`src/rtl/instr_sequencer_if.sv`:
```
// Bus bundle between the instruction sequencer, its program ROM and the
// multicycle core.
//   MemAddr : ROM address, driven by the sequencer
//   MemData : ROM read data, valid the cycle after MemAddr
//   DIN     : word offered to the core (instruction or immediate)
//   Run     : high while DIN carries a word for the core
//   Done    : core completion strobe
// Handshake: a word is offered while Run=1 and DIN is stable. The offer
// completes on the first rising edge in the WAIT state at which Done=1.
// Done seen at any other time is ignored.
interface instr_sequencer_if #(
   parameter int AW = 5
);
   logic [AW-1:0] MemAddr;
   logic [15:0]   MemData;
   logic [15:0]   DIN;
   logic          Run;
   logic          Done;

   modport master (output MemAddr, output DIN, output Run,
                   input  MemData, input  Done);
   modport slave  (input  MemAddr, input  DIN, input  Run,
                   output MemData, output Done);
endinterface

```
`src/rtl/instr_sequencer.sv`:
```
// Fetch/issue stage in front of a 16-bit multicycle core.
// Reads words from a synchronous ROM and offers each instruction on DIN with
// Run high. For mvi (opcode 001), the immediate follows on DIN one cycle
// later. The stage stops on a halt opcode (111), or when the core gives no
// Done for MAX_WAIT cycles.
// Ports:
//   Clock, Resetn : clock (rising edge), asynchronous active-low reset
//   Go            : start/restart pulse, honoured only in IDLE and HALT
//   bus           : ROM and core bus (MemAddr, MemData, DIN, Run, Done)
//   PC            : current program counter
//   Halted        : high in HALT
//   Timeout       : sticky, set when the core failed to answer
//   InstrCount    : instructions retired, wraps
//   fsm_state     : current state encoding, for observation
module instr_sequencer #(
   parameter int AW         = 5,
   parameter int START_ADDR = 0,
   parameter int MAX_WAIT   = 8
) (
   input  logic                Clock,
   input  logic                Resetn,
   input  logic                Go,
   instr_sequencer_if.master   bus,
   output logic [AW-1:0]       PC,
   output logic                Halted,
   output logic                Timeout,
   output logic [15:0]         InstrCount,
   output logic [2:0]          fsm_state
);

   typedef enum logic [2:0] {
      IDLE   = 3'd0,
      FETCH  = 3'd1,
      DECODE = 3'd2,
      ISSUE  = 3'd3,
      WAIT   = 3'd4,
      HALT   = 3'd5
   } state_t;

   localparam logic [2:0]    OP_MVI   = 3'b001;
   localparam logic [2:0]    OP_HALT  = 3'b111;
   localparam int            CW       = $clog2(MAX_WAIT + 1);
   localparam logic [AW-1:0] START_PC = AW'(START_ADDR);
   localparam logic [CW-1:0] LAST_CNT = CW'(MAX_WAIT - 1);

   state_t        state_q, state_d;
   logic [AW-1:0] pc_q, pc_d;
   logic [15:0]   din_q, din_d;
   logic          run_q, run_d;
   logic          halted_q, halted_d;
   logic          timeout_q, timeout_d;
   logic [15:0]   count_q, count_d;
   logic [CW-1:0] wait_q, wait_d;

   always_ff @(posedge Clock or negedge Resetn) begin
      if (!Resetn) begin
         state_q   <= IDLE;
         pc_q      <= START_PC;
         din_q     <= 16'h0000;
         run_q     <= 1'b0;
         halted_q  <= 1'b0;
         timeout_q <= 1'b0;
         count_q   <= 16'h0000;
         wait_q    <= '0;
      end else begin
         state_q   <= state_d;
         pc_q      <= pc_d;
         din_q     <= din_d;
         run_q     <= run_d;
         halted_q  <= halted_d;
         timeout_q <= timeout_d;
         count_q   <= count_d;
         wait_q    <= wait_d;
      end
   end

   always_comb begin
      state_d   = state_q;
      pc_d      = pc_q;
      din_d     = din_q;
      run_d     = run_q;
      halted_d  = halted_q;
      timeout_d = timeout_q;
      count_d   = count_q;
      wait_d    = wait_q;
      case (state_q)
         IDLE: begin
            if (Go) state_d = FETCH;
         end
         FETCH: begin
            state_d = DECODE;
         end
         DECODE: begin
            // MemData now holds ROM[PC]. A halt leaves PC pointing at itself.
            if (bus.MemData[15:13] == OP_HALT) begin
               halted_d = 1'b1;
               state_d  = HALT;
            end else begin
               din_d   = bus.MemData;
               run_d   = 1'b1;
               pc_d    = pc_q + AW'(1);
               state_d = ISSUE;
            end
         end
         ISSUE: begin
            // The core latches IR from DIN this cycle. MemData already holds
            // the word after the instruction, which is the mvi immediate.
            if (din_q[15:13] == OP_MVI) begin
               din_d = bus.MemData;
               pc_d  = pc_q + AW'(1);
            end
            state_d = WAIT;
         end
         WAIT: begin
            // Done takes priority over a timeout in the same cycle.
            if (bus.Done) begin
               run_d   = 1'b0;
               count_d = count_q + 16'd1;
               wait_d  = '0;
               state_d = FETCH;
            end else begin
               wait_d = wait_q + CW'(1);
               if (wait_q == LAST_CNT) begin
                  timeout_d = 1'b1;
                  halted_d  = 1'b1;
                  run_d     = 1'b0;
                  state_d   = HALT;
               end
            end
         end
         HALT: begin
            if (Go) begin
               pc_d      = START_PC;
               halted_d  = 1'b0;
               timeout_d = 1'b0;
               wait_d    = '0;
               state_d   = FETCH;
            end
         end
         default: begin
            state_d = IDLE;
         end
      endcase
   end

   // In DECODE the ROM is asked for the following word early, so it is
   // already on MemData in ISSUE in case it is an immediate.
   always_comb begin
      bus.MemAddr = pc_q;
      if (state_q == DECODE) bus.MemAddr = pc_q + AW'(1);
   end

   assign bus.DIN    = din_q;
   assign bus.Run    = run_q;
   assign PC         = pc_q;
   assign Halted     = halted_q;
   assign Timeout    = timeout_q;
   assign InstrCount = count_q;
   assign fsm_state  = state_q;

endmodule

```
`src/flat_wrapper.sv`:
```
// flat-port wrapper written by rule: the top's interface ports become plain ports
module instr_sequencer_flat 
#(
   parameter int AW         = 5,
   parameter int START_ADDR = 0,
   parameter int MAX_WAIT   = 8
)
  (Clock, Resetn, Go, PC, Halted, Timeout, InstrCount, fsm_state, bus_MemAddr, bus_DIN, bus_Run, bus_MemData, bus_Done);
  instr_sequencer_if #(.AW(AW)) bus_i ();
  input  logic Clock;
  input  logic Resetn;
  input  logic Go;
  output logic [AW-1:0] PC;
  output logic Halted;
  output logic Timeout;
  output logic [15:0] InstrCount;
  output logic [2:0] fsm_state;
  output wire logic [$bits(bus_i.MemAddr)-1:0] bus_MemAddr;
  output wire logic [$bits(bus_i.DIN)-1:0] bus_DIN;
  output wire logic [$bits(bus_i.Run)-1:0] bus_Run;
  input wire logic [$bits(bus_i.MemData)-1:0] bus_MemData;
  input wire logic [$bits(bus_i.Done)-1:0] bus_Done;
  assign bus_MemAddr = bus_i.MemAddr;
  assign bus_DIN = bus_i.DIN;
  assign bus_Run = bus_i.Run;
  assign bus_i.MemData = bus_MemData;
  assign bus_i.Done = bus_Done;
  instr_sequencer #(.AW(AW), .START_ADDR(START_ADDR), .MAX_WAIT(MAX_WAIT)) u_core (.Clock(Clock), .Resetn(Resetn), .Go(Go), .bus(bus_i), .PC(PC), .Halted(Halted), .Timeout(Timeout), .InstrCount(InstrCount), .fsm_state(fsm_state));
endmodule
```
`config.mk`:
```
export PLATFORM = sky130hd
export DESIGN_NAME = instr_sequencer_flat
export DESIGN_NICKNAME = d
export VERILOG_FILES = /design/src/rtl/instr_sequencer_if.sv /design/src/rtl/instr_sequencer.sv /design/src/flat_wrapper.sv
export SDC_FILE = /design/constraint.sdc
export NUM_CORES = 1
export LEC_CHECK = 0
export BUFFER_PORTS_ARGS = -buffer_cell sky130_fd_sc_hd__buf_2
export CAP_MARGIN = 0
export CORE_ASPECT_RATIO = 1.1
export CORE_MARGIN = 5
export CORE_UTILIZATION = 50
export DETAILED_ROUTE_END_ITERATION = 10
export PLACE_DENSITY = 0.78
export SYNTH_ARGS = -nofsm -noshare
export SYNTH_HDL_FRONTEND = slang
export SYNTH_SLANG_ARGS = --single-unit
```
`constraint.sdc`:
```
create_clock -name Clock -period 2.84 [get_ports Clock]
set_input_delay 0.142 -clock Clock [delete_from_list [all_inputs] [get_ports Clock]]
set_output_delay 0.142 -clock Clock [all_outputs]
set_load 0.02 [all_outputs]
```
==> flow_summary.ini <==
[worst_setup_path]
regToRegSetupSlack_ns = 0.80
r2r_start = u_core.fsm_state[0]
cp-start-kind = flip-flop
arrival_ns = 2.22
criticalPathCategory = flip-flop to flip-flop
cp_max_fo = 16
cp-end-kind = flip-flop
required_ns = 3.02
r2r-end = u_core.InstrCount[11]
reg2reg_depth = 4

[timing]
rsz0062_at_grt = false
slew_headroom_pct = 32.4
finalCriticalPeriod_ns = 2.04
worst_slack_ns = 0.798
tns_ns = 0
fmax_ghz = 0.490
setup_viol = 0
hold_slack_ns = 0.0200
worst_slew_pin_slew_ns = 1.01
slew_violations = 0
finalHoldViolCount = 0
finClkSkew_ns = 0.00336
finalCritPeriodShare_pct = 71.9

[placement]
detailed_place.area_um2 = 2590
dp_hpwl_um = 3440
post-place-ws_ns = 0.814
dp.cells = 306
numPortBuffers = 67
gp_congestion = 0.807

[clock_tree]
clock_path_buffers = 2
post_cts_buffers = 0
ctsResizeCount = 0
htreeDepth = 2
path_clk_slew_ns = 0.08
ctsHoldBuffers = 0
root_buffer = clkbuf_8
cts_buffers = 5
tritoncts = built
clock_sinks = 47
clk_latency_ns = 0.29

[job]
drv_cap = 0

[floorplan]
core_um2 = 4320
dieArea_um2 = 5920
initial_core_util_pct = 51.9
io-pin-count = 68
die_x_um = 73.8
fp.dieH_um = 80.2
placementRows = 25

[final_layout]
utilization_pct = 62.1
stdcell_count = 313
insertedDiodeCount = 0
area_growth_pct = 19.7
drive_gt1_share_pct = 37.8
fillers = 373
nets = 282
design_area_um2 = 2680

[global_routing]
antenna_found_initial = 0
grt_pass1_wl_um = 7870
grtUsageTotal_pct = 16.9
grt_pass1_vias = 1692
grt_max_degree = 48
grt_overflow = 0

[logic_synthesis]
postSynthAreaPerCell_um2 = 11.7
ys_ff_latch = 47
syn-cell-area_um2 = 2240
synth_top_cell_by_area = dfrtp_1
synth_area_leaders = dfrtp_1, mux2_2, xnor2_1, mux2_4, nand2_1
synth_cell_types = 36
synth_nets = 214
ys_warn_count = 0
syn_inst = 191
synth_seq_area_share_pct = 52.5
synth_top_cell_area_share_pct = 52.5

[pwr]
power_mw = 2.75
peakVddDrop_mv = 0.539
p_leak_nw = 1.35
p_per_area_nw_per_um2 = 1020

[drt]
wl_um = 4570
vias_per_cell = 5.37
post_drt_wl_per_cell_um = 14.6
drt_iter0_markers = 73
dr_wl_met3_um = 256
wl_met2_um = 2320
drc = 0
drtAntennaViolNets = 0
highest_layer = met4
wirelength_met1_um = 1920
drt_pass1_iterations = 4
via_count = 1680

[outcome]
outcome = completed

[hold_path]
min_path_type = primary input to asynchronous set/reset pin
## power by group
part	switching [mW]	internal [mW]	leakage [nW]
Sequential	0.230	0.891	0.586
Clock	0.208	0.191	0.0470
Combinational	0.690	0.540	0.721
## cells in the final DEF, fill, tap and decap left out, types with 3 or more instances in the layout
master | netlist | layout
xor2_1 | 6 | 6
nor2b_1 | 3 | 3
buf_2 | 0 | 67
clkbuf_8 | 0 | 6
nand3_1 | 13 | 13
ha_1 | 3 | 3
nand4_1 | 4 | 4
mux2_2 | 11 | 11
and3_1 | 4 | 4
mux2_4 | 7 | 7
nor2_1 | 10 | 10
nand2_1 | 25 | 25
xnor2_1 | 13 | 13
dfrtp_1 | 47 | 47
o21ai_0 | 8 | 8
nor3_1 | 5 | 5
a21oi_1 | 3 | 3
## synth_stat cells, drive strengths merged
master and number:
a21boi 2, a21oi 3, a22o 2, a22oi 1, a2bb2oi 2, a31oi 1, a32o 1, and3 4
and4 1, and4bb 1, buf 4, clkbuf 2, dfrtp 47, ha 3, inv 1, mux2 18
mux2i 1, nand2 25, nand2b 2, nand3 13, nand3b 1, nand4 4, nand4bb 1, nor2 10
nor2b 3, nor3 5, nor3b 2, nor4 2, o21ai 8, o31ai 2, xnor2 13, xor2 6
## state kept, by name, indices dropped and copies added, names as in the netlist
register and flops:
u_core.wait_q 4, u_core.InstrCount 16, u_core.fsm_state 3, u_core.bus.Run 1
u_core.bus.DIN 16, u_core.Timeout 1, u_core.Halted 1, u_core.PC 5
## cells by family after synthesis
logic type | Yosys count | synth area share [%]
multiplexers | 19 | 10.7
AO/OA/AOI/OAI | 22 | 7.04
flip-flops | 47 | 52.5
XOR/XNOR | 19 | 7.43
adder cells (fa/ha/maj) | 3 | 1.68
AND/OR/NAND/NOR | 74 | 18.4
buffers and inverters | 7 | 2.35
## worst max-delay path: stages (launching register included)
cell and delay, ns:
dfrtp_1 0.58, nand4bb_1 0.56, nor4_4 0.48, nand4_1 0.15
xnor2_1 0.15
## layout make-up
class	instances	area [µm²]	area share [%]
Multi-Input combinational cell	137	1010	37.7
Timing Repair Buffer	67	335	12.5
Inverter	1	3.75	0.140
Sequential cell	47	1180	43.8
Clock buffer	6	82.6	3.08
Tap cell	54	67.6	2.52
Clock inverter	1	5.00	0.187
## layer usage
layer / GRT usage, % / up-vias
met2: 27.9 / 44
met1: 21.4 / 820
met4: 5.62 / 0
met3: 4.26 / 7
met5: 0 / -
li1: - / 809
## worst max-delay path by stage
stage	from	endpoint	slack, ns	cells after the start
global route	u_core.fsm_state[0]	u_core.InstrCount[11]	0.61	4
detailed placement	u_core.fsm_state[0]	u_core.InstrCount[11]	0.81	4
CTS	u_core.fsm_state[0]	u_core.InstrCount[11]	0.79	4
global placement	u_core.fsm_state[0]	u_core.InstrCount[11]	0.90	4
floorplan	u_core.fsm_state[2]	u_core.bus.DIN[9]	1.09	5
finish	u_core.fsm_state[0]	u_core.InstrCount[11]	0.80	4
Power figures use the tool's default switching activity.
